$ cat src/rtl/rv32v_element_sequencer_if.sv
// Purpose: intake, scalar writeback/status and element-beat bus of the RV32V element sequencer.
// Latency: wiring only, no storage.
// Backpressure: instr_valid/instr_ready on intake, elem_valid/elem_ready on the beat stream.
interface rv32v_element_sequencer_if #(
    parameter int VLMAX = 32
);
    localparam int VLW = $clog2(VLMAX) + 1;

    logic           instr_valid;
    logic           instr_ready;
    logic [31:0]    instr_word;
    logic [31:0]    instr_rs1_value;
    logic [VLW-1:0] vl;
    logic           rd_valid;
    logic [4:0]     rd_addr;
    logic [31:0]    rd_value;
    logic           illegal;
    logic           done;
    logic           elem_valid;
    logic           elem_ready;
    logic [5:0]     elem_funct6;
    logic           elem_use_scalar;
    logic [31:0]    elem_scalar;
    logic [4:0]     elem_vd;
    logic [4:0]     elem_vs1;
    logic [4:0]     elem_vs2;
    logic [VLW-2:0] elem_dst_index;
    logic [VLW-2:0] elem_src_index;
    logic           elem_src_zero;
    logic           elem_last;

    // Sequencer side: accepts instructions, produces status and beats.
    modport master (
        input  instr_valid, instr_word, instr_rs1_value, elem_ready,
        output instr_ready, vl, rd_valid, rd_addr, rd_value, illegal, done,
        output elem_valid, elem_funct6, elem_use_scalar, elem_scalar,
        output elem_vd, elem_vs1, elem_vs2, elem_dst_index, elem_src_index,
        output elem_src_zero, elem_last
    );

    // Pipeline side: offers instructions, consumes status and beats.
    modport slave (
        output instr_valid, instr_word, instr_rs1_value, elem_ready,
        input  instr_ready, vl, rd_valid, rd_addr, rd_value, illegal, done,
        input  elem_valid, elem_funct6, elem_use_scalar, elem_scalar,
        input  elem_vd, elem_vs1, elem_vs2, elem_dst_index, elem_src_index,
        input  elem_src_zero, elem_last
    );
endinterface

$ cat src/rtl/rv32v_element_sequencer.sv
// Purpose: decode OP-V instructions, own the vl CSR, expand legal ops into one beat per element.
// Latency: decode results (illegal/done/writeback/first beat) one cycle after acceptance, then 1 beat/cycle.
// Backpressure: beats hold stable while elem_ready is low; instr_ready stays low for the whole beat stream.
module rv32v_element_sequencer #(
    parameter int VLMAX = 32
) (
    input  logic clk,
    input  logic rst,
    rv32v_element_sequencer_if.master bus
);
    localparam int VLW = $clog2(VLMAX) + 1;
    localparam int IW  = VLW - 1;
    // Wide enough for max element index plus a 31 slide offset, even for tiny VLMAX.
    localparam int SW  = (VLW >= 6) ? VLW + 1 : 7;

    localparam logic [6:0] OPC_OPV  = 7'b1010111;
    localparam logic [2:0] F3_OPFVV = 3'b001;
    localparam logic [2:0] F3_OPIVI = 3'b011;
    localparam logic [2:0] F3_OPFVF = 3'b101;
    localparam logic [2:0] F3_SETVL = 3'b111;

    localparam logic [5:0] F6_VFADD      = 6'b000000;
    localparam logic [5:0] F6_VFSUB      = 6'b000010;
    localparam logic [5:0] F6_VFMIN      = 6'b000100;
    localparam logic [5:0] F6_VFMAX      = 6'b000110;
    localparam logic [5:0] F6_VFSGNJ     = 6'b001000;
    localparam logic [5:0] F6_VFSGNJN    = 6'b001001;
    localparam logic [5:0] F6_VFSGNJX    = 6'b001010;
    localparam logic [5:0] F6_VSLIDEUP   = 6'b001110;
    localparam logic [5:0] F6_VSLIDEDOWN = 6'b001111;
    localparam logic [5:0] F6_VFDIV      = 6'b100000;
    localparam logic [5:0] F6_VFRDIV     = 6'b100001;
    localparam logic [5:0] F6_VFMUL      = 6'b100100;
    localparam logic [5:0] F6_VFMACC     = 6'b101100;
    localparam logic [5:0] F6_VFNMACC    = 6'b101101;
    localparam logic [5:0] F6_VFMSAC     = 6'b101110;
    localparam logic [5:0] F6_VFNMSAC    = 6'b101111;

    typedef enum logic {IDLE, ISSUE} state_t;
    typedef enum logic [1:0] {K_ELEM = 2'd0, K_SLIDEUP = 2'd1, K_SLIDEDOWN = 2'd2} kind_t;

    state_t state_q, state_d;

    // Instruction fields
    logic [5:0]     dec_funct6;
    logic           dec_vm;
    logic [4:0]     dec_vs2, dec_vs1, dec_vd;
    logic [2:0]     dec_funct3;
    logic [6:0]     dec_opcode;
    logic           dec_fp_op, dec_legal, dec_setvl, dec_empty;
    kind_t          dec_kind;
    logic [SW-1:0]  dec_start;
    logic [VLW-1:0] new_vl;

    // Architectural and in-flight op state
    logic [VLW-1:0] vl_q;
    logic           rd_valid_q, illegal_q, done_q;
    logic [4:0]     rd_addr_q;
    logic [31:0]    rd_value_q;
    logic [5:0]     op_funct6_q;
    logic           op_use_scalar_q;
    logic [31:0]    op_scalar_q;
    logic [4:0]     op_vd_q, op_vs1_q, op_vs2_q;
    kind_t          op_kind_q;
    logic [VLW-1:0] op_len_q;
    logic [VLW-1:0] cur_q;

    logic           accept, fire;
    logic [SW-1:0]  beat_sum;
    logic           beat_src_zero, beat_last;
    logic [IW-1:0]  beat_src;

    assign {dec_funct6, dec_vm, dec_vs2, dec_vs1, dec_funct3, dec_vd, dec_opcode} = bus.instr_word;

    // Unsigned clamp of the requested length to VLMAX.
    assign new_vl = (bus.instr_rs1_value > 32'(VLMAX)) ? VLW'(VLMAX) : bus.instr_rs1_value[VLW-1:0];

    // Legality check and op classification of the offered instruction.
    always_comb begin
        dec_fp_op = 1'b0;
        case (dec_funct6)
            F6_VFADD, F6_VFSUB, F6_VFMIN, F6_VFMAX, F6_VFSGNJ, F6_VFSGNJN, F6_VFSGNJX,
            F6_VFDIV, F6_VFMUL, F6_VFMACC, F6_VFNMACC, F6_VFMSAC, F6_VFNMSAC: dec_fp_op = 1'b1;
            default: dec_fp_op = 1'b0;
        endcase
        dec_legal = 1'b0;
        dec_setvl = 1'b0;
        dec_kind  = K_ELEM;
        if (dec_opcode == OPC_OPV) begin
            case (dec_funct3)
                F3_SETVL: begin
                    dec_setvl = 1'b1;
                    dec_legal = 1'b1;
                end
                F3_OPFVV: dec_legal = dec_vm && dec_fp_op;
                F3_OPFVF: dec_legal = dec_vm && (dec_fp_op || dec_funct6 == F6_VFRDIV);
                F3_OPIVI: begin
                    dec_legal = dec_vm && (dec_funct6 == F6_VSLIDEUP || dec_funct6 == F6_VSLIDEDOWN);
                    dec_kind  = (dec_funct6 == F6_VSLIDEUP) ? K_SLIDEUP : K_SLIDEDOWN;
                end
                default: dec_legal = 1'b0;
            endcase
        end
        // Slideup skips destinations below the offset; everything else starts at element 0.
        dec_start = (dec_kind == K_SLIDEUP) ? SW'(dec_vs1) : '0;
        dec_empty = (dec_start >= SW'(vl_q));
    end

    // Source index and last-beat flag for the current destination element.
    always_comb begin
        beat_sum      = SW'(cur_q) + SW'(op_vs1_q);
        beat_src_zero = 1'b0;
        beat_src      = cur_q[IW-1:0];
        case (op_kind_q)
            K_SLIDEUP: beat_src = IW'(SW'(cur_q) - SW'(op_vs1_q));
            K_SLIDEDOWN: begin
                if (beat_sum >= SW'(VLMAX)) begin
                    beat_src_zero = 1'b1;
                    beat_src      = '0;
                end else begin
                    beat_src = beat_sum[IW-1:0];
                end
            end
            default: ;
        endcase
        beat_last = ((SW'(cur_q) + SW'(1)) == SW'(op_len_q));
    end

    // FSM next state plus accept/beat-advance strobes.
    always_comb begin
        state_d = state_q;
        accept  = 1'b0;
        fire    = 1'b0;
        case (state_q)
            IDLE: begin
                if (bus.instr_valid) begin
                    accept = 1'b1;
                    if (dec_legal && !dec_setvl && !dec_empty) state_d = ISSUE;
                end
            end
            ISSUE: begin
                if (bus.elem_ready) begin
                    fire = 1'b1;
                    if (beat_last) state_d = IDLE;
                end
            end
            default: state_d = IDLE;
        endcase
    end

    // FSM state register.
    always_ff @(posedge clk) begin
        if (rst) state_q <= IDLE;
        else     state_q <= state_d;
    end

    // vl CSR, one-cycle pulses, latched op fields and element counter.
    always_ff @(posedge clk) begin
        if (rst) begin
            vl_q            <= '0;
            rd_valid_q      <= 1'b0;
            rd_addr_q       <= '0;
            rd_value_q      <= '0;
            illegal_q       <= 1'b0;
            done_q          <= 1'b0;
            op_funct6_q     <= '0;
            op_use_scalar_q <= 1'b0;
            op_scalar_q     <= '0;
            op_vd_q         <= '0;
            op_vs1_q        <= '0;
            op_vs2_q        <= '0;
            op_kind_q       <= K_ELEM;
            op_len_q        <= '0;
            cur_q           <= '0;
        end else begin
            rd_valid_q <= 1'b0;
            illegal_q  <= 1'b0;
            done_q     <= 1'b0;
            if (accept) begin
                if (!dec_legal) begin
                    illegal_q <= 1'b1;
                end else if (dec_setvl) begin
                    vl_q       <= new_vl;
                    rd_valid_q <= 1'b1;
                    rd_addr_q  <= dec_vd;
                    rd_value_q <= 32'(new_vl);
                    done_q     <= 1'b1;
                end else begin
                    op_funct6_q     <= dec_funct6;
                    op_use_scalar_q <= (dec_funct3 == F3_OPFVF);
                    op_scalar_q     <= bus.instr_rs1_value;
                    op_vd_q         <= dec_vd;
                    op_vs1_q        <= dec_vs1;
                    op_vs2_q        <= dec_vs2;
                    op_kind_q       <= dec_kind;
                    op_len_q        <= vl_q;
                    cur_q           <= dec_start[VLW-1:0];
                    if (dec_empty) done_q <= 1'b1;
                end
            end
            if (fire) begin
                if (beat_last) done_q <= 1'b1;
                else           cur_q  <= cur_q + VLW'(1);
            end
        end
    end

    assign bus.instr_ready     = (state_q == IDLE);
    assign bus.vl              = vl_q;
    assign bus.rd_valid        = rd_valid_q;
    assign bus.rd_addr         = rd_addr_q;
    assign bus.rd_value        = rd_value_q;
    assign bus.illegal         = illegal_q;
    assign bus.done            = done_q;
    assign bus.elem_valid      = (state_q == ISSUE);
    assign bus.elem_funct6     = op_funct6_q;
    assign bus.elem_use_scalar = op_use_scalar_q;
    assign bus.elem_scalar     = op_scalar_q;
    assign bus.elem_vd         = op_vd_q;
    assign bus.elem_vs1        = op_vs1_q;
    assign bus.elem_vs2        = op_vs2_q;
    assign bus.elem_dst_index  = cur_q[IW-1:0];
    assign bus.elem_src_index  = beat_src;
    assign bus.elem_src_zero   = beat_src_zero;
    assign bus.elem_last       = (state_q == ISSUE) && beat_last;
endmodule

$ cat src/flat_wrapper.sv
// flat-port wrapper written by rule: the top's interface ports become plain ports
module rv32v_element_sequencer_flat 
#(
    parameter int VLMAX = 32
)
  (clk, rst, bus_instr_valid, bus_instr_word, bus_instr_rs1_value, bus_elem_ready, bus_instr_ready, bus_vl, bus_rd_valid, bus_rd_addr, bus_rd_value, bus_illegal, bus_done, bus_elem_valid, bus_elem_funct6, bus_elem_use_scalar, bus_elem_scalar, bus_elem_vd, bus_elem_vs1, bus_elem_vs2, bus_elem_dst_index, bus_elem_src_index, bus_elem_src_zero, bus_elem_last);
  rv32v_element_sequencer_if #(.VLMAX(VLMAX)) bus_i ();
  input  logic clk;
  input  logic rst;
  input wire logic [$bits(bus_i.instr_valid)-1:0] bus_instr_valid;
  input wire logic [$bits(bus_i.instr_word)-1:0] bus_instr_word;
  input wire logic [$bits(bus_i.instr_rs1_value)-1:0] bus_instr_rs1_value;
  input wire logic [$bits(bus_i.elem_ready)-1:0] bus_elem_ready;
  output wire logic [$bits(bus_i.instr_ready)-1:0] bus_instr_ready;
  output wire logic [$bits(bus_i.vl)-1:0] bus_vl;
  output wire logic [$bits(bus_i.rd_valid)-1:0] bus_rd_valid;
  output wire logic [$bits(bus_i.rd_addr)-1:0] bus_rd_addr;
  output wire logic [$bits(bus_i.rd_value)-1:0] bus_rd_value;
  output wire logic [$bits(bus_i.illegal)-1:0] bus_illegal;
  output wire logic [$bits(bus_i.done)-1:0] bus_done;
  output wire logic [$bits(bus_i.elem_valid)-1:0] bus_elem_valid;
  output wire logic [$bits(bus_i.elem_funct6)-1:0] bus_elem_funct6;
  output wire logic [$bits(bus_i.elem_use_scalar)-1:0] bus_elem_use_scalar;
  output wire logic [$bits(bus_i.elem_scalar)-1:0] bus_elem_scalar;
  output wire logic [$bits(bus_i.elem_vd)-1:0] bus_elem_vd;
  output wire logic [$bits(bus_i.elem_vs1)-1:0] bus_elem_vs1;
  output wire logic [$bits(bus_i.elem_vs2)-1:0] bus_elem_vs2;
  output wire logic [$bits(bus_i.elem_dst_index)-1:0] bus_elem_dst_index;
  output wire logic [$bits(bus_i.elem_src_index)-1:0] bus_elem_src_index;
  output wire logic [$bits(bus_i.elem_src_zero)-1:0] bus_elem_src_zero;
  output wire logic [$bits(bus_i.elem_last)-1:0] bus_elem_last;
  assign bus_i.instr_valid = bus_instr_valid;
  assign bus_i.instr_word = bus_instr_word;
  assign bus_i.instr_rs1_value = bus_instr_rs1_value;
  assign bus_i.elem_ready = bus_elem_ready;
  assign bus_instr_ready = bus_i.instr_ready;
  assign bus_vl = bus_i.vl;
  assign bus_rd_valid = bus_i.rd_valid;
  assign bus_rd_addr = bus_i.rd_addr;
  assign bus_rd_value = bus_i.rd_value;
  assign bus_illegal = bus_i.illegal;
  assign bus_done = bus_i.done;
  assign bus_elem_valid = bus_i.elem_valid;
  assign bus_elem_funct6 = bus_i.elem_funct6;
  assign bus_elem_use_scalar = bus_i.elem_use_scalar;
  assign bus_elem_scalar = bus_i.elem_scalar;
  assign bus_elem_vd = bus_i.elem_vd;
  assign bus_elem_vs1 = bus_i.elem_vs1;
  assign bus_elem_vs2 = bus_i.elem_vs2;
  assign bus_elem_dst_index = bus_i.elem_dst_index;
  assign bus_elem_src_index = bus_i.elem_src_index;
  assign bus_elem_src_zero = bus_i.elem_src_zero;
  assign bus_elem_last = bus_i.elem_last;
  rv32v_element_sequencer #(.VLMAX(VLMAX)) u_core (.clk(clk), .rst(rst), .bus(bus_i));
endmodule
$ cat config.mk
export PLATFORM = sky130hd
export DESIGN_NAME = rv32v_element_sequencer_flat
export DESIGN_NICKNAME = d
export VERILOG_FILES = /design/src/rtl/rv32v_element_sequencer_if.sv /design/src/rtl/rv32v_element_sequencer.sv /design/src/flat_wrapper.sv
export SDC_FILE = /design/constraint.sdc
export NUM_CORES = 1
export LEC_CHECK = 0
export CAP_MARGIN = 20
export CORE_MARGIN = 3
export CORE_UTILIZATION = 43
export CTS_CLUSTER_SIZE = 30
export DETAILED_ROUTE_END_ITERATION = 12
export PLACE_DENSITY_LB_ADDON = 0.1
export SLEW_MARGIN = 25
export SYNTH_ARGS = -nofsm -noshare
export SYNTH_HDL_FRONTEND = slang
export SYNTH_SLANG_ARGS = --single-unit
$ cat constraint.sdc
create_clock -name clk -period 3.5 [get_ports clk]
set_clock_uncertainty 0.05 [all_clocks]
set_input_delay 0.7 -clock clk [delete_from_list [all_inputs] [get_ports clk]]
set_output_delay 0.7 -clock clk [all_outputs]
set_load 0.005 [all_outputs]
== Word-level counts from Yosys, hierarchy flattened ==
Memories as Yosys holds them, arrays and structs flattened.
Index checks and enable logic that the tools add are counted.

* Reductions and logical operators: 14
* Add/sub/neg operators: 4
* Equal/unequal tests: 12
* Bitwise logic cells: 4
* Order comparisons: 3
* Mux-type cells: 35

{| class="wikitable"
|+ Operator list
! cell !! number
|-
| two-way mux 6 bit || 6
|-
| > comparator 32 x 6 -> 1 bit (second input constant) || 1
|-
| two-way mux 1 bit || 21
|-
| == test 6 x 4 -> 1 bit (second input constant) || 2
|-
| two-way mux 5 bit || 2
|-
| one-hot mux 5 bit (2 select lines) || 1
|-
| adder 6 x 1 -> 7 bit (second input constant) || 1
|-
| adder 6 x 5 -> 7 bit || 1
|-
| == test 7 x 6 -> 1 bit || 1
|-
| == test 7 bit (second input constant) || 1
|-
| greater-or-equal comparator 7 x 6 -> 1 bit || 1
|-
| greater-or-equal comparator 7 x 6 -> 1 bit (second input constant) || 1
|-
| adder 6 x 1 -> 6 bit (second input constant) || 1
|-
| == test 3 bit (second input constant) || 2
|-
| == test 6 bit (second input constant) || 1
|-
| logical AND 1 bit || 6
|-
| two-way mux 2 bit || 3
|-
| AND reduction 3 bit || 2
|-
| subtractor 5 bit || 1
|-
| == test 2 x 1 -> 1 bit (second input constant) || 2
|-
| inverter 1 bit || 4
|-
| one-hot mux 1 bit (4 select lines) || 1
|-
| == test 3 x 1 -> 1 bit (second input constant) || 1
|-
| == test 3 x 2 -> 1 bit (second input constant) || 1
|-
| other kinds (6) || 8
|}

* Word-level logic and storage cells: 88
* Output and inout bits: 114
* Memories kept: 1
* Memory bits (read-only): 64
* Input port bits: 68
* Register bits: 83

{| class="wikitable"
|+ Memory list
! name !! words !! width !! rd ports !! clocked after memory_dff !! wr ports !! line !! text
|-
| (name not given) || 64 || 1 || 1 || 0 || 0 || rv32v_element_sequencer.sv:81 || <nowiki>case (dec_funct6)</nowiki>
|}

== Depth between registers and ports, before layout ==
Gate-level depths: netlist of the first run.

* Depth after elaboration: 13
* Mapped depth: 12
* Mapped depth without buffers: 12

== Least setup slack after synthesis of the first run ==
No wires, ideal clock.

* Path type: input-to-reg
* Start point: input port bus_instr_word[5]
* End point: register u_core.done_q, in the netlist u_core.bus.done
* Slack: 0.406 ns
* Data arrival time: 2.912 ns
* Required time: 3.318 ns
* Buffers on the path: 0
* Cell stages on the path: 12
* Setup time: 0.132 ns
* Path through: nand4b_1 nor3_2 nand2_1 nor3_1 nand2_1 ha_1 nand2b_1 a21o_1 a21o_1 a211oi_1 or4b_1 a21oi_1

* Word-level cells in the longest chain between the ends: 11
* Elaborated cells on any way between the ends: 13
* Classes of those cells: order compare (1); eq/ne (2); mux (10)

{| class="wikitable"
|+ Ends and longest elaborated chain
! element !! line !! text
|-
| start: declaration || flat_wrapper.sv:11 || <nowiki>input wire logic [$bits(bus_i.instr_word)-1:0] bus_instr_word;</nowiki>
|-
| == test 7 bit (*) || rv32v_element_sequencer.sv:89 || <nowiki>if (dec_opcode == OPC_OPV) begin</nowiki>
|-
| two-way mux 2 bit || rv32v_element_sequencer.sv:89 ||
|-
| == test 2 x 1 -> 1 bit || rv32v_element_sequencer.sv:105 || <nowiki>dec_start = (dec_kind == K_SLIDEUP) ? SW'(dec_vs1) : '0;</nowiki>
|-
| two-way mux 5 bit || rv32v_element_sequencer.sv:105 ||
|-
| greater-or-equal comparator 7 x 6 -> 1 bit || rv32v_element_sequencer.sv:106 || <nowiki>dec_empty = (dec_start >= SW'(vl_q));</nowiki>
|-
| two-way mux 1 bit || rv32v_element_sequencer.sv:198 || <nowiki>if (dec_empty) done_q <= 1'b1;</nowiki>
|-
| two-way mux 1 bit || rv32v_element_sequencer.sv:182 || <nowiki>end else if (dec_setvl) begin</nowiki>
|-
| two-way mux 1 bit (*) || rv32v_element_sequencer.sv:180 || <nowiki>if (!dec_legal) begin</nowiki>
|-
| two-way mux 1 bit (*) || rv32v_element_sequencer.sv:179 || <nowiki>if (accept) begin</nowiki>
|-
| two-way mux 1 bit || rv32v_element_sequencer.sv:202 || <nowiki>if (beat_last) done_q <= 1'b1;</nowiki>
|-
| two-way mux 1 bit (*) || rv32v_element_sequencer.sv:201 || <nowiki>if (fire) begin</nowiki>
|-
| end signal: assignment || rv32v_element_sequencer.sv:178 || <nowiki>done_q <= 1'b0;</nowiki>
|-
| end signal: assignment || rv32v_element_sequencer.sv:187 || <nowiki>done_q <= 1'b1;</nowiki>
|-
| end signal: assignment || rv32v_element_sequencer.sv:202 ||
|-
| end: declaration || rv32v_element_sequencer.sv:57 || <nowiki>logic rd_valid_q, illegal_q, done_q;</nowiki>
|}

Mark *: on every way between the ends. The rest lies on a longest branch, timed or not.
A chain may end at the register's enable or synchronous reset.

== Final worst setup path of the first run ==
* Start point: register u_core.cur_q[1]
* End point: output port bus_elem_src_index[4]

* Word-level cells in the longest chain between the ends: 4
* Elaborated cells on any way between the ends: 5
* Classes of those cells: add/sub (2); order compare (1); mux (2)

{| class="wikitable"
|+ Ends and longest elaborated chain
! element !! line !! text
|-
| start: declaration || rv32v_element_sequencer.sv:66 || <nowiki>logic [VLW-1:0] cur_q;</nowiki>
|-
| start signal: assignment || rv32v_element_sequencer.sv:197 || <nowiki>cur_q <= dec_start[VLW-1:0];</nowiki>
|-
| start signal: assignment || rv32v_element_sequencer.sv:203 || <nowiki>else cur_q <= cur_q + VLW'(1);</nowiki>
|-
| adder 6 x 5 -> 7 bit || rv32v_element_sequencer.sv:111 || <nowiki>beat_sum = SW'(cur_q) + SW'(op_vs1_q);</nowiki>
|-
| greater-or-equal comparator 7 x 6 -> 1 bit || rv32v_element_sequencer.sv:117 || <nowiki>if (beat_sum >= SW'(VLMAX)) begin</nowiki>
|-
| two-way mux 5 bit || rv32v_element_sequencer.sv:117 ||
|-
| one-hot mux 5 bit (2 select lines) (*) || rv32v_element_sequencer.sv:114 || <nowiki>case (op_kind_q)</nowiki>
|-
| end: declaration || flat_wrapper.sv:29 || <nowiki>output wire logic [$bits(bus_i.elem_src_index)-1:0] bus_elem_src_index;</nowiki>
|}

Marked as above.

==> summary.md, run 1 <==
| Metric | Value |
|---|---|
| Run status | `finished, final reports clean` |
| 1st-iter DRT viols | `153` |
| Syn avg cell area | `7.90 um^2` |
| Synth area leaders | `dfxtp_1, nand2_1, a21oi_1` |
| Async set or reset register ratio after synthesis | `0%` |
| Detailed placement HPWL | `between 9000 and 10000 um` |
| Initial antenna violation count | `0` |
| Reg power frac | `between 50% and 60%` |
| Synth Flop Type | `dfxtp_1` |
| Max-slew headroom | `42.6%` |
| Routability cong. | `0.846` |
| Dominant cell type by area after synthesis | `dfxtp_1` |
| CP max-delay cell | `clkdlybuf4s50_1` |
| Sequential element share of the synthesized area | `38.5%` |
| CP Capture Type | `output pin` |
| Yosys cell types | `57` |
| Worst hold path class | `flop to flop` |
| Clock Power Share | `between 40% and 50%` |
| Largest net degree at the start of global routing | `70` |
| Vias per cell | `between 5 and 6` |
| Crit start category | `flop` |
| Crit path cell chain | `buf_4 > ha_1 > nand2b_1 > a21oi_2 > o2111a_1 > a211o_1 > nand3_2 > o21ai_1 > clkdlybuf4s50_1` |
| Required @ worst endpoint | `~2.8 ns` |
| Crit path DAT | `between 2 and 3 ns` |
| Fin area | `a little over 6000 um^2` |
| Initial Util | `roughly 45%` |
| Comb power frac | `under 10%` |
| Rows | `35` |
| Placed Area | `between 5000 and 6000 um^2` |
| Register bit count reported by yosys | `83` |
| Cells after Synth | `~550` |
| Io pins | `around 180` |
| CTS buffer count | `9` |
| Routed len/inst | `roughly 15 um` |
| Final core utilization | `between 60% and 70%` |
| Number of routed nets with antenna violations | `0` |
| Lkg Pwr | `between 2 and 2.5 nW` |
| Critical path class | `flop to output pin` |
| Top cell type's share of synthesized area | `between 30% and 40%` |
| Switching Share | `between 20% and 30%` |
| DR vias | `~4200` |
| WHS | `approximately 0.4 ns` |
| Vias in the first global route | `about 4100` |
| Power Dens Cells | `around 300 nW/um^2` |
| Internal power | `1.45 mW` |
| Latest clock arrival within the worst-skew pair | `0.34 ns` |
| Area Growth Syn to Fin | `43.6%` |
| Post-Syn Area | `about 4300 um^2` |
| Drt first pass iters | `5` |
| R2r setup slk | `~1.2 ns` |
| Cell depth of the worst flop-to-flop path | `8` |
| WP depth | `9` |
| Final Hold Vio Count | `0` |
| Bufs and invs on worst path | `2` |
| Switching Power | `0.409 mW` |
| Final #Nets | `782` |
| Post-layout min period | `approximately 3.5 ns` |
| # diodes | `0` |
| Worst VDD drop | `221 uV` |
| Setup-failing EPs final | `0` |
| Crit share post-route | `99.5%` |
| Worst-Margin Slew | `about 0.85 ns` |
| Port Buffers | `around 160` |
| Core Region | `between 9000 and 10000 um^2` |
| DRC violations left | `0` |
| Slew Limit Fails | `0` |
| Overflow after GRT | `0` |
| GRT Util Overall | `roughly a fifth` |
| YS warnings | `0` |
| Fmax | `between 0.2 and 0.3 GHz` |
| CTS H-tree lvls | `3` |
| CTS clk-pin slew, worst paths | `0.08 ns` |
| Die extent in x | `around 110 um` |
| Crit path largest cell delay | `~0.50 ns` |
| Post-synth EDFFs | `0` |
| Vert. Die Dim | `about 110 um` |
| Min-Delay Path Depth | `2` |
| Crit path max-delay family | `compound AO/OA/AOI/OAI gates` |
| Post-Place Cells | `roughly 800` |
| Detailed Route WL | `about 12000 um` |
| Die area | `roughly 11000 um^2` |
| CTS root buf | `clkbuf_8` |
| Layout Cells excl Fill | `just over 800` |
| Clk buf depth | `2` |
| Clock Sinks | `between 80 and 90` |
| Share of post-route cells with drive strength above 1 | `~10%` |
| Unrepaired setup endpoints after global routing | `true` |
| Critical path peak fanout | `5` |
| CTS tree | `done` |
| MaxCap Viol Count | `0` |
| First-pass GRT wire length | `slightly below 20000 um` |
[synthesized netlist by cell type, types with 2 or more instances]
| cell | instances |
|---|---|
| a21o_2 | 2 |
| a31oi_1 | 6 |
| o21ai_0 | 9 |
| nand2_1 | 132 |
| and2_1 | 6 |
| nor2b_1 | 3 |
| xor2_1 | 6 |
| nor2_1 | 22 |
| ha_1 | 17 |
| buf_2 | 11 |
| dfxtp_1 | 83 |
| nand2b_1 | 4 |
| o221ai_1 | 2 |
| fa_1 | 2 |
| nor4_1 | 10 |
| a21o_1 | 5 |
| xnor2_1 | 10 |
| nor3_1 | 3 |
| nor3b_1 | 2 |
| inv_1 | 23 |
| mux2i_1 | 5 |
| a32oi_1 | 2 |
| clkbuf_1 | 17 |
| nand3_1 | 11 |
| nand4b_1 | 5 |
| a21oi_1 | 69 |
| nand4_1 | 3 |
| buf_4 | 37 |
| a22oi_1 | 10 |
| or4_1 | 3 |
[cells by family after synthesis]
group	Yosys count	synth area share (%)
and+or+nand+nor	215	22.7
other	1	0.0868
DFF	83	38.5
muxes	5	1.16
AOI/OAI and AO/OA	119	17.2
adders and majority gates	19	5.85
buffers and inverters	89	11.3
xor gates and xnor gates	16	3.24
[area by class of cell]
cell class	instances	area, um^2
fill	844	3300
multi-input combinational	400	2330
timing repair buffer	178	1730
sequential	83	1670
tap	129	161
clock buffer	11	141
inverter	23	86.3
clock inverter	5	83.8
[layer usage]
layer	vias up	global-route usage [%]	part of all wire, %
met1	1959	25.5	41
met3	7	6.01	7.5
met5	-	0	0
li1	2097	-	-
met4	0	3.98	0.76
met2	135	37.5	50
[flip-flops by register name, summed over array words and instances, names as in the netlist]
| name | count |
|---|---|
| u_core.bus.done | 1 |
| u_core.bus.elem_funct6 | 6 |
| u_core.bus.elem_scalar | 32 |
| u_core.bus.elem_use_scalar | 1 |
| u_core.bus.elem_valid | 1 |
| u_core.bus.elem_vd | 5 |
| u_core.bus.elem_vs1 | 5 |
| u_core.bus.elem_vs2 | 5 |
| u_core.bus.illegal | 1 |
| u_core.bus.rd_addr | 5 |
| u_core.bus.rd_valid | 1 |
| u_core.bus.vl | 6 |
| u_core.cur_q | 6 |
| u_core.op_kind_q | 2 |
| u_core.op_len_q | 6 |
[stage by stage]
stage	TNS (ns)	total power, mW	worst slack (ns)
final	0	1.86	0.0188
after global routing	-0.242	1.92	-0.108
after CTS	0	1.87	0.00252
after detailed placement	-0.214	1.10	-0.120
after global placement	-0.0843	1.10	-0.0722
after floorplan	0	1.02	0.406
[worst min-delay path, cell delays in order, from the launching register on]
cell	delay, ns
dfxtp_1	0.31
nand2_1	0.05
a21oi_1	0.05
[power by group through the flow]
stage / registers, mW / logic (mW) / clock network [mW]
floorplan: 0.967 / 0.0541 / 0
global placement: 0.966 / 0.136 / 0
detailed placement: 0.966 / 0.137 / 0
CTS: 0.944 / 0.138 / 0.786
global route: 0.944 / 0.149 / 0.827
finish: 0.944 / 0.139 / 0.775
[path summary, 6_finish.rpt]
path	from	endpoint
setup / recovery	u_core.cur_q[1]	bus_elem_src_index[4]
hold / removal	u_core.bus.elem_scalar[19]	u_core.bus.elem_scalar[19]
setup reg to reg	u_core.cur_q[0]	u_core.cur_q[5]
hold reg to reg	u_core.bus.elem_scalar[19]	u_core.bus.elem_scalar[19]
[cell usage in the layout (no fill, tap or decap), types with 3 or more instances in the layout]
| cell | Yosys | layout |
|---|---|---|
| and2_1 | 6 | 6 |
| nor3_1 | 3 | 3 |
| a31oi_1 | 6 | 5 |
| nand2b_1 | 4 | 4 |
| a21oi_2 | 0 | 3 |
| clkdlybuf4s50_1 | 0 | 150 |
| nor4_1 | 10 | 8 |
| a22oi_1 | 10 | 10 |
| dfxtp_2 | 0 | 6 |
| ha_1 | 17 | 15 |
| nand3_1 | 11 | 10 |
| or4_1 | 3 | 3 |
| conb_1 | 1 | 26 |
| xor2_1 | 6 | 6 |
| nand2_1 | 132 | 132 |
| o21ai_1 | 0 | 3 |
| nor2b_1 | 3 | 3 |
| dfxtp_1 | 83 | 77 |
| o21ai_0 | 9 | 6 |
| a21oi_1 | 69 | 66 |
| nor2_1 | 22 | 22 |
| a21o_1 | 5 | 5 |
| xnor2_1 | 10 | 9 |
| clkbuf_8 | 0 | 10 |
| nand4_1 | 3 | 3 |
| nand4b_1 | 5 | 5 |
| inv_1 | 23 | 23 |
| mux2i_1 | 5 | 5 |
| buf_4 | 37 | 23 |
[repair_timing]
item,4_1_cts,5_1_grt
buffers inserted,0,4
pin swaps,3,6
gates resized for setup,9,21
gates cloned,0,0
hold endpoints to repair,0,0
hold buffers,0,0
setup endpoints to repair,7,6
Power figures use the tool's default switching activity.
==> run 2: changes to the inputs <==
--- a/config.mk
+++ b/config.mk
@@ -10,7 +10,9 @@
 export CORE_UTILIZATION = 43
 export CTS_CLUSTER_SIZE = 30
 export DETAILED_ROUTE_END_ITERATION = 12
+export GPL_ROUTABILITY_DRIVEN = 0
 export PLACE_DENSITY_LB_ADDON = 0.1
+export REMOVE_ABC_BUFFERS = 1
 export SLEW_MARGIN = 25
 export SYNTH_ARGS = -nofsm -noshare
 export SYNTH_HDL_FRONTEND = slang
==> constraint.sdc (replaced) <==
create_clock -name clk -period 3.5 [get_ports clk]
set_clock_uncertainty 0.05 [all_clocks]
set_input_delay 0.7 -clock clk [delete_from_list [all_inputs] [get_ports clk]]
set_output_delay 0.7 -clock clk [all_outputs]
set_load 0.1 [all_outputs]
==> run 2 against run 1 <==
Compared with the run above: first-iteration DRC count rose by 18%; sequential share of layout area rose by 0.36 points; die area did not move; combinational power rose by 86%; final area fell by 1.5%; critical path type unchanged; critical endpoint is now bus_elem_src_zero.
==> summary.md, run 2 (synthesis gave the netlist of run 1 again) <==
| Metric | Value |
|---|---|
| Drt first pass iters | `5 (unchanged)` |
| Max-slew headroom | `33.4% (-9.2 points)` |
| Area Growth Syn to Fin | `41.5%` |
| Initial Util | `45.5% (unchanged)` |
| Final Hold Vio Count | `0 (unchanged)` |
| Post-layout min period | `3.41 ns (-0.0717 ns)` |
| Die extent in x | `106 um (unchanged)` |
| GRT Util Overall | `20.5% (-0.60 points)` |
| Vias in the first global route | `3978 (-2.0%)` |
| 1st-iter DRT viols | `180 (+18%)` |
| CTS root buf | `clkbuf_8` |
| CTS clk-pin slew, worst paths | `0.09 ns (about the same)` |
| Rows | `35 (unchanged)` |
| Run status | `finished, final reports clean` |
| Min-Delay Path Depth | `2 (unchanged)` |
| # diodes | `0 (unchanged)` |
| Io pins | `182 (unchanged)` |
| Crit path DAT | `2.66 ns (-0.07 ns)` |
| Share of post-route cells with drive strength above 1 | `12.6% (+2.5 points)` |
| Final WS setup | `0.0905 ns (+0.0717 ns)` |
| Routed len/inst | `14.2 um (-4.2%)` |
| Final core utilization | `64.3% (-0.95 points)` |
| Final #Nets | `779 (-0.38%)` |
| Clock Sinks | `83 (unchanged)` |
| Detailed placement HPWL | `8930 um (-3.6%)` |
| Fmax | `0.293 GHz (+2.1%)` |
| WHS | `0.403 ns (+0.00112 ns)` |
| CTS tree | `done` |
| CP Capture Type | `output pin` |
| Number of routed nets with antenna violations | `0 (unchanged)` |
| Worst hold path class | `flop to flop` |
| Required @ worst endpoint | `2.75 ns (about the same)` |
| Lkg Pwr | `2.23 nW (+0.84%)` |
| Commonest non-fill, non-tap cell in the layout | `nand2_1` |
| MaxCap Viol Count | `0 (unchanged)` |
| Layout Cells excl Fill | `826 (-0.36%)` |
| Worst VDD drop | `188 uV (-15%)` |
| DR vias | `4131 (-1.6%)` |
| Slew Limit Fails | `0 (unchanged)` |
| Crit start category | `flop` |
| Power Dens Cells | `310 nW/um^2 (+3.5%)` |
| Max reg flops | `32 (unchanged)` |
| Commonest non-fill, non-tap cells in the layout | `nand2_1, clkdlybuf4s50_1, dfxtp_1` |
| DRC violations left | `0 (unchanged)` |
| Dpl ws | `-0.175 ns (-0.0553 ns)` |
| Setup tns final | `0 ns (unchanged)` |
| Unrepaired setup endpoints after global routing | `true` |
| Critical path class | `flop to output pin` |
| Worst-Margin Slew | `0.996 ns (+0.143 ns)` |
| Vert. Die Dim | `106 um (unchanged)` |
| Initial antenna violation count | `0 (unchanged)` |
| Detailed Route WL | `11700 um (-4.6%)` |
| Critical path peak fanout | `4 (-1)` |
| First-pass GRT wire length | `18900 um (-3.4%)` |
| Core Region | `9500 um^2 (unchanged)` |
| Crit share post-route | `97.4% (-2.0 points)` |
| Port Buffers | `155 (unchanged)` |
| Postcts setup bufs | `0 (unchanged)` |
| Largest net degree at the start of global routing | `52 (-26%)` |
| Setup-failing EPs final | `0 (unchanged)` |
| Latest clock arrival within the worst-skew pair | `0.34 ns (about the same)` |
| Cell depth of the worst flop-to-flop path | `8 (unchanged)` |
| CTS H-tree lvls | `3 (unchanged)` |
| Overflow after GRT | `0 (unchanged)` |
| Clk buf depth | `2 (unchanged)` |
| Vias per cell | `5.00 (-1.2%)` |
| Die area | `11300 um^2 (unchanged)` |
| Post-Place Cells | `810 (+0.12%)` |
| CTS buffer count | `9 (unchanged)` |
[run 2: changes by cell type in the layout (fill, tap and decap cells not counted), moves of 4 or more]
cell	before	now
clkdlybuf4s50_1	150	117
dfxtp_1	77	81
buf_4	23	48
dfxtp_2	6	1
buf_12	1	9
[run 2: worst paths after layout]
| path | slack [ns] | startpoint | endpoint |
|---|---|---|---|
| setup / recovery | 0.09 | u_core.bus.elem_vs1[0] | bus_elem_src_zero |
| hold / removal | 0.40 | u_core.bus.elem_scalar[27] | u_core.bus.elem_scalar[27] |
| setup reg to reg | 1.09 | u_core.cur_q[0] | u_core.cur_q[2] |
| hold reg to reg | 0.40 | u_core.bus.elem_scalar[27] | u_core.bus.elem_scalar[27] |
[run 2: through the flow]
stage	cell area (um^2)	power, mW
global placement	5890	1.22
finish	6110	1.90
global route	6110	1.97
detailed placement	5890	1.22
CTS	6100	1.91
floorplan	4010	1.11
[run 2: critical path, stage by stage (launching register included)]
cell	delay [ns]
dfxtp_2	0.37
ha_1	0.17
inv_1	0.06
fa_1	0.41
o21bai_1	0.17
a21oi_1	0.12
o2111a_1	0.16
a211o_1	0.30
a21boi_0	0.34
buf_12	0.23
[run 2: final cells by class]
| class | instances | area [um^2] |
|---|---|---|
| clock buffers | 11 | 141 |
| multi-input cells | 400 | 2280 |
| flip-flops and latches | 83 | 1670 |
| clock inverters | 5 | 61.3 |
| fillers | 822 | 3390 |
| inverters | 23 | 86.3 |
| repair buffers | 175 | 1720 |
| well taps | 129 | 161 |
[run 2: per-layer routing]
metal	wire length, um	global-route usage [%]
met1	4930	24.5
met5	0	0
met2	5600	34.9
met3	1000	6.86
met4	169	5.92
[run 2: where the power goes]
part	switching (mW)	internal, mW
Combinational	0.178	0.0812
Clock	0.341	0.352
Sequential	0.000233	0.943
Total	0.519	1.38
[run 2: what timing repair did]
action / CTS / global route
hold endpoints to repair: 0 / 0
setup endpoints to repair: 6 / 8
hold buffers: 0 / 0
gates resized for setup: 2 / 7
